[config.mk]
export PLATFORM = sky130hd
export DESIGN_NAME = load_store_unit
export DESIGN_NICKNAME = d
export VERILOG_FILES = /design/src/rtl/rv32_pkg.sv /design/src/rtl/lsu_align.sv /design/src/rtl/load_store_unit.sv
export SDC_FILE = /design/constraint.sdc
export NUM_CORES = 1
export LEC_CHECK = 0
export ABC_AREA = 1
export CAP_MARGIN = 20
export CORE_AREA = 2 2 152 154
export CTS_BUF_LIST = sky130_fd_sc_hd__clkbuf_8 sky130_fd_sc_hd__clkbuf_16
export CTS_CLUSTER_DIAMETER = 200
export DETAILED_ROUTE_END_ITERATION = 12
export DIE_AREA = 0 0 154 156
export PLACE_DENSITY = 0.83
export SLEW_MARGIN = 10
export SYNTH_ARGS = -nofsm -noshare
export SYNTH_HDL_FRONTEND = slang
export SYNTH_SLANG_ARGS = --single-unit
export TNS_END_PERCENT = 20
[constraint.sdc]
create_clock -name clk -period 14.7 [get_ports clk]
set_input_delay 1.47 -clock clk [delete_from_list [all_inputs] [get_ports clk]]
set_output_delay 1.47 -clock clk [all_outputs]
set_load 0.01 [all_outputs]
[src/rtl/rv32_pkg.sv]
// Shared RV32I memory-stage constants: funct3 encodings, writeback selects,
// exception codes and load/store FSM states.
package rv32_pkg;

  localparam logic [2:0] F3_LB  = 3'b000;
  localparam logic [2:0] F3_LH  = 3'b001;
  localparam logic [2:0] F3_LW  = 3'b010;
  localparam logic [2:0] F3_LBU = 3'b100;
  localparam logic [2:0] F3_LHU = 3'b101;
  localparam logic [2:0] F3_SB  = 3'b000;
  localparam logic [2:0] F3_SH  = 3'b001;
  localparam logic [2:0] F3_SW  = 3'b010;

  localparam logic [1:0] WB_ALU = 2'b00;
  localparam logic [1:0] WB_MEM = 2'b01;
  localparam logic [1:0] WB_PC4 = 2'b10;
  localparam logic [1:0] WB_IMM = 2'b11;

  localparam logic [1:0] EXC_NONE     = 2'b00;
  localparam logic [1:0] EXC_MISALIGN = 2'b01;
  localparam logic [1:0] EXC_TIMEOUT  = 2'b10;
  localparam logic [1:0] EXC_ILLEGAL  = 2'b11;

  typedef enum logic {
    ST_IDLE = 1'b0,
    ST_REQ  = 1'b1
  } lsu_state_e;

endpackage

[src/rtl/lsu_align.sv]
// Combinational byte-lane logic: store byte-enables and data replication,
// alignment/funct3 checks, and load lane extraction with sign/zero extension.
module lsu_align import rv32_pkg::*; (
  input  logic [2:0]  funct3_i,
  input  logic [1:0]  lane_i,
  input  logic        is_load_i,
  input  logic        is_store_i,
  input  logic [31:0] wdata_i,
  output logic [3:0]  be_o,
  output logic [31:0] wdata_o,
  output logic        misalign_o,
  output logic        illegal_o,
  input  logic [2:0]  ld_funct3_i,
  input  logic [1:0]  ld_lane_i,
  input  logic [31:0] rdata_i,
  output logic [31:0] ldata_o
);

  logic [31:0] shifted;

  always_comb begin
    be_o       = 4'b1111;
    wdata_o    = wdata_i;
    misalign_o = 1'b0;
    illegal_o  = 1'b0;
    if (is_load_i)
      illegal_o = (funct3_i == 3'b011) || (funct3_i[2:1] == 2'b11);
    else if (is_store_i)
      illegal_o = !(funct3_i inside {F3_SB, F3_SH, F3_SW});
    case (funct3_i[1:0])
      2'b01:   misalign_o = lane_i[0];
      2'b10:   misalign_o = |lane_i;
      default: misalign_o = 1'b0;
    endcase
    if (is_store_i) begin
      case (funct3_i)
        F3_SB: begin
          be_o    = 4'b0001 << lane_i;
          wdata_o = {4{wdata_i[7:0]}};
        end
        F3_SH: begin
          be_o    = 4'b0011 << lane_i;
          wdata_o = {2{wdata_i[15:0]}};
        end
        default: be_o = 4'b1111;
      endcase
    end
  end

  // Loads shift the addressed lane down to bit 0, then extend by size/sign.
  always_comb begin
    shifted = rdata_i >> {ld_lane_i, 3'b000};
    case (ld_funct3_i)
      F3_LB:   ldata_o = {{24{shifted[7]}}, shifted[7:0]};
      F3_LH:   ldata_o = {{16{shifted[15]}}, shifted[15:0]};
      F3_LBU:  ldata_o = {24'h0, shifted[7:0]};
      F3_LHU:  ldata_o = {16'h0, shifted[15:0]};
      default: ldata_o = shifted;
    endcase
  end

endmodule

[src/rtl/load_store_unit.sv]
// RV32I MEM stage: data-memory req/ack handshake with timeout abort, load
// alignment, store byte-enables, and registered MEM/WB writeback fields.
module load_store_unit import rv32_pkg::*; #(
  parameter int unsigned TIMEOUT_CYCLES = 16
) (
  input  logic        clk,
  input  logic        rst,
  input  logic        ex_valid,
  input  logic        ex_mem_read,
  input  logic        ex_mem_write,
  input  logic [2:0]  ex_funct3,
  input  logic [31:0] ex_addr,
  input  logic [31:0] ex_wdata,
  input  logic [31:0] ex_imm,
  input  logic [31:0] ex_pc_plus4,
  input  logic [4:0]  ex_rd,
  input  logic        ex_reg_write,
  input  logic [1:0]  ex_wb_sel,
  output logic        mem_stall,
  output logic        dmem_req,
  output logic        dmem_we,
  output logic [31:0] dmem_addr,
  output logic [3:0]  dmem_be,
  output logic [31:0] dmem_wdata,
  input  logic        dmem_ack,
  input  logic [31:0] dmem_rdata,
  output logic        wb_valid,
  output logic [4:0]  wb_rd,
  output logic        wb_reg_write,
  output logic [1:0]  wb_sel,
  output logic [31:0] wb_alu,
  output logic [31:0] wb_load,
  output logic [31:0] wb_pc_plus4,
  output logic [31:0] wb_imm,
  output logic [1:0]  wb_exc
);

  localparam int unsigned TO_LAST = (TIMEOUT_CYCLES == 0) ? 0 : TIMEOUT_CYCLES - 1;
  localparam int unsigned CNT_W   = (TO_LAST > 0) ? $clog2(TO_LAST + 1) : 1;

  lsu_state_e       state_q;
  logic [CNT_W-1:0] cnt_q;
  logic [2:0]       f3_q;
  logic [1:0]       lane_q;
  logic             rw_q;
  logic             req_q, we_q;
  logic [31:0]      addr_q, wdata_q;
  logic [3:0]       be_q;
  logic             wb_valid_q, wb_reg_write_q;
  logic [4:0]       wb_rd_q;
  logic [1:0]       wb_sel_q, wb_exc_q;
  logic [31:0]      wb_alu_q, wb_load_q, wb_pc4_q, wb_imm_q;

  logic        is_store, mem_access, fault, mem_op, misalign, illegal, timeout;
  logic [3:0]  be_c;
  logic [31:0] wdata_c, ldata_c;

  lsu_align u_align (
    .funct3_i    (ex_funct3),
    .lane_i      (ex_addr[1:0]),
    .is_load_i   (ex_mem_read),
    .is_store_i  (is_store),
    .wdata_i     (ex_wdata),
    .be_o        (be_c),
    .wdata_o     (wdata_c),
    .misalign_o  (misalign),
    .illegal_o   (illegal),
    .ld_funct3_i (f3_q),
    .ld_lane_i   (lane_q),
    .rdata_i     (dmem_rdata),
    .ldata_o     (ldata_c)
  );

  // A slot flagged as both load and store is treated as a load.
  assign is_store   = ex_mem_write & ~ex_mem_read;
  assign mem_access = ex_valid & (ex_mem_read | ex_mem_write);
  assign fault      = mem_access & (misalign | illegal);
  assign mem_op     = mem_access & ~fault;
  assign timeout    = (TIMEOUT_CYCLES != 0) && (cnt_q == CNT_W'(TO_LAST));
  assign mem_stall  = ~rst & (((state_q == ST_IDLE) & mem_op) |
                              ((state_q == ST_REQ) & ~dmem_ack));

  always_ff @(posedge clk or posedge rst) begin
    if (rst) begin
      state_q        <= ST_IDLE;
      cnt_q          <= '0;
      f3_q           <= '0;
      lane_q         <= '0;
      rw_q           <= 1'b0;
      req_q          <= 1'b0;
      we_q           <= 1'b0;
      addr_q         <= '0;
      be_q           <= '0;
      wdata_q        <= '0;
      wb_valid_q     <= 1'b0;
      wb_reg_write_q <= 1'b0;
      wb_rd_q        <= '0;
      wb_sel_q       <= '0;
      wb_exc_q       <= '0;
      wb_alu_q       <= '0;
      wb_load_q      <= '0;
      wb_pc4_q       <= '0;
      wb_imm_q       <= '0;
    end else begin
      wb_valid_q <= 1'b0;
      case (state_q)
        ST_IDLE: begin
          // Pass-through fields are captured now; a memory op only raises
          // wb_valid once the access completes.
          if (ex_valid) begin
            wb_valid_q     <= ~mem_op;
            wb_rd_q        <= ex_rd;
            wb_sel_q       <= ex_wb_sel;
            wb_alu_q       <= ex_addr;
            wb_pc4_q       <= ex_pc_plus4;
            wb_imm_q       <= ex_imm;
            wb_load_q      <= '0;
            wb_reg_write_q <= ex_reg_write & ~mem_access;
            wb_exc_q       <= !mem_access ? EXC_NONE :
                              illegal     ? EXC_ILLEGAL :
                              misalign    ? EXC_MISALIGN : EXC_NONE;
          end
          if (mem_op) begin
            state_q <= ST_REQ;
            cnt_q   <= '0;
            req_q   <= 1'b1;
            we_q    <= is_store;
            addr_q  <= {ex_addr[31:2], 2'b00};
            be_q    <= be_c;
            wdata_q <= wdata_c;
            f3_q    <= ex_funct3;
            lane_q  <= ex_addr[1:0];
            rw_q    <= ex_reg_write & ex_mem_read;
          end
        end
        ST_REQ: begin
          if (dmem_ack) begin
            wb_valid_q     <= 1'b1;
            wb_load_q      <= we_q ? '0 : ldata_c;
            wb_reg_write_q <= rw_q;
            wb_exc_q       <= EXC_NONE;
            req_q          <= 1'b0;
            state_q        <= ST_IDLE;
          end else if (timeout) begin
            wb_valid_q     <= 1'b1;
            wb_reg_write_q <= 1'b0;
            wb_exc_q       <= EXC_TIMEOUT;
            req_q          <= 1'b0;
            state_q        <= ST_IDLE;
          end else begin
            cnt_q <= cnt_q + CNT_W'(1);
          end
        end
        default: state_q <= ST_IDLE;
      endcase
    end
  end

  assign dmem_req     = req_q;
  assign dmem_we      = we_q;
  assign dmem_addr    = addr_q;
  assign dmem_be      = be_q;
  assign dmem_wdata   = wdata_q;
  assign wb_valid     = wb_valid_q;
  assign wb_rd        = wb_rd_q;
  assign wb_reg_write = wb_reg_write_q;
  assign wb_sel       = wb_sel_q;
  assign wb_alu       = wb_alu_q;
  assign wb_load      = wb_load_q;
  assign wb_pc_plus4  = wb_pc4_q;
  assign wb_imm       = wb_imm_q;
  assign wb_exc       = wb_exc_q;

endmodule

==> metrics.log <==
[metrics] Area growth syn-to-layout: 48.1%
[metrics] type of element launching the critical path: input pin
[metrics] synthesized cell area: 9780 µm²
[metrics] fill cell count: roughly 1800
[metrics] Synth Flop Type: dfrtp_1
[metrics] maximum VDD drop: 89.4 µV
[metrics] via count of the first global-routing pass: 9248
[metrics] First DRT Iteration DRCs: 702
[metrics] clock tree root buffer cell: clkbuf_16
[metrics] wire length of the first global-routing pass: roughly 49000 µm
[metrics] antenna diode instance count: 0
[metrics] CTS hold repair buffers: 0
[metrics] DP Wirelength: 22400 µm
[metrics] final routed wirelength across all metal layers: 31400 µm
[metrics] Placer Congestion: 0.901
[metrics] fraction of final layout cells with drive strength greater than 1: approximately 3.7%
[metrics] Async S/R FF share, synth: 100%
[metrics] Cells after Synth: about 1300
[metrics] First-pass DRT Iterations: 5
[metrics] Final Hold Fails: 0
[metrics] status: completed
[metrics] total core area: 22400 µm²
[metrics] total CTS buffers: 24
[metrics] instance area at placement: 13700 µm²
[metrics] Design Area, Final: 14500 µm²
[metrics] routed len/inst: 16.5 µm
[metrics] worst path required time: 13230 ps
[metrics] post-layout net count: 1782
[metrics] count of final max-slew check failures: 0
[metrics] mean number of vias per cell: 5.02
[metrics] global router's overall resource usage: 25.7%
[metrics] top library cells by usage in the layout, fill and taps aside: nand2_1, clkdlybuf4s50_1, dfrtp_1, nand3_1, inv_1
[metrics] Die Span X: 154 µm
[metrics] Synth Warn #: 0
[metrics] num rows: between 50 and 60
[metrics] post-synthesis register bit count: around 220
[metrics] crit path kind: input pin to primary output
[metrics] Avg Cell Area, Syn: 7.80 µm²
[metrics] height of the die: between 150 and 200 µm
[metrics] largest net degree at the start of global routing: 144
[metrics] share of the core filled with cells: 64.8%
[metrics] number of levels in the clock H-tree: 1
[metrics] total negative setup slack: 0 ps
[metrics] CTS tree: yes
[metrics] floorplan die area: 24000 µm²
[metrics] pwr/cell area: 148 nW/µm²
[metrics] remaining antenna violation count after routing: 0
[metrics] total of max-cap violations: 0
[metrics] skew final: roughly 12 ps
[metrics] static leakage power: 7.27 nW
[metrics] global route total overflow: 0
[metrics] Final Cycle Share: 36.1%
[metrics] DRC violations left: 0
[metrics] number of enable flip-flop cells after synthesis: 0
[metrics] number of distinct library cells after synthesis: 27
[metrics] leading cell type in the layout, fill and taps excluded: nand2_1
[metrics] via count: 9537
[metrics] critical path capture point type: primary output
[metrics] pin slew with the least headroom to its limit: 1050 ps
[metrics] Post-CTS Repair Setup Buffers: 0
[metrics] number of setup violations in the final report: 0
[metrics] worst slack, placed: 9390 ps
[metrics] post-layout worst setup margin: 9390 ps
[metrics] achievable frequency: 188 MHz
[metrics] sequential element share of the synthesized area: 55.8%
[metrics] number of placed I/O pins: 387
[metrics] Data arrival, critical path: 3840 ps
[metrics] CP max FO: 15
[metrics] initial core utilization: 43.7%
[metrics] Hold Crit Class: flop to flop
[metrics] number of antenna violations at the first check in global routing: 0
[metrics] largest buffer count on any clock path: 3
[metrics] Period minus WS final: ~5300 ps
[metrics] setup repair after global routing missed its margin: false
[metrics] worst skew pair latency: 510 ps
[metrics] number of clock sinks: 218
[metrics] post-CTS clock slew at the launch and capture registers of the worst setup and hold paths: 60 ps
[metrics] count of instances resized after the clock tree is built: 0
[metrics] Max-Slew Margin vs Limit: 29.9%
[metrics] PortBufs: 384
[registers in the layout, summed over array words and instances, names as in the netlist]
register / count
cnt_q: 4
rw_q: 1
state_q: 1
lane_q: 2
wb_reg_write: 1
wb_exc: 2
f3_q: 3
dmem_we: 1
dmem_req: 1
wb_valid: 1
dmem_addr: 30
wb_load: 32
wb_alu: 32
wb_imm: 32
dmem_wdata: 32
dmem_be: 4
wb_sel: 2
wb_rd: 5
wb_pc_plus4: 32
[worst max-delay path: stages]
cell,delay (ps)
clkdlybuf4s50_1,520
inv_1,130
ha_1,370
nand2_1,130
nand2_1,50
nand3_1,130
nand4_4,250
a21oi_2,200
clkdlybuf4s50_1,580
[stage by stage]
stage	hold slack, ps	instances	power (mW)
5_1_grt	494	1901	2.27
6_report	477	1901	2.15
2_1_floorplan	459	1256	1.14
3_5_place_dp	464	1859	1.54
3_3_place_gp	461	1859	1.53
4_1_cts	480	1901	2.17
[cell type report]
cell class	instances	area [µm²]	area share (%)
Clock inverter	16	164	1.13
Timing Repair Buffer	388	3870	26.7
Multi-Input combinational cell	913	3780	26.1
Sequential cell	218	5460	37.7
Tap cell	285	357	2.46
Inverter	55	214	1.48
Clock buffer	26	639	4.41
[kinds of logic after synthesis]
logic type | after synthesis | synth area share [%]
buffers and inverters | 125 | 5.69
AOI/OAI and AO/OA | 120 | 6.19
other | 1 | 0.0383
DFF | 218 | 55.8
adders and majority gates | 5 | 0.639
and+or+nand+nor | 786 | 31.7
[path summary, 6_finish.rpt]
check | from | to | slack [ps] | cells past startpoint
worst max-delay path | ex_funct3[1] | mem_stall | 9390 | 9
worst min-delay path | wb_pc_plus4[23]$_DFFE_PP0P_ | wb_pc_plus4[23]$_DFFE_PP0P_ | 480 | 2
worst max register to register | state_q$_DFF_PP0_ | dmem_wdata[12]$_DFFE_PP0P_ | 11580 | 8
worst min register to register | wb_pc_plus4[23]$_DFFE_PP0P_ | wb_pc_plus4[23]$_DFFE_PP0P_ | 480 | 2
max in group asynchronous | rst | wb_pc_plus4[1]$_DFFE_PP0P_ | 11450 | 3
min in group asynchronous | rst | f3_q[0]$_DFFE_PP0P_ | 1640 | 2
[cell usage after synthesis, drive strengths merged (5+ instances only)]
cell	count	area share (%)
clkbuf	23	0.90
dfrtp	218	56
a21oi	35	1.8
buf	47	2.7
nand3	67	3.7
inv	55	2.1
o21ai	84	4.3
nor2	14	0.72
nand2	702	27
ha	5	0.64
[per-layer routing]
metal,global-route usage (%),up-vias,routed length [µm]
met5,0,-,0
met4,8.77,0,1090
met3,6.33,77,2860
met2,42.7,430,15100
met1,33.1,4452,12300
li1,-,4578,-
[report_power, final]
group | switching (mW) | leakage, nW | internal [mW] | total (mW)
Clock | 0.247 | 0.398 | 0.365 | 0.612
Combinational | 0.348 | 4.14 | 0.353 | 0.701
Sequential | 0.0980 | 2.73 | 0.737 | 0.835
Total | 0.693 | 7.27 | 1.46 | 2.15
Power figures use the tool's default switching activity.
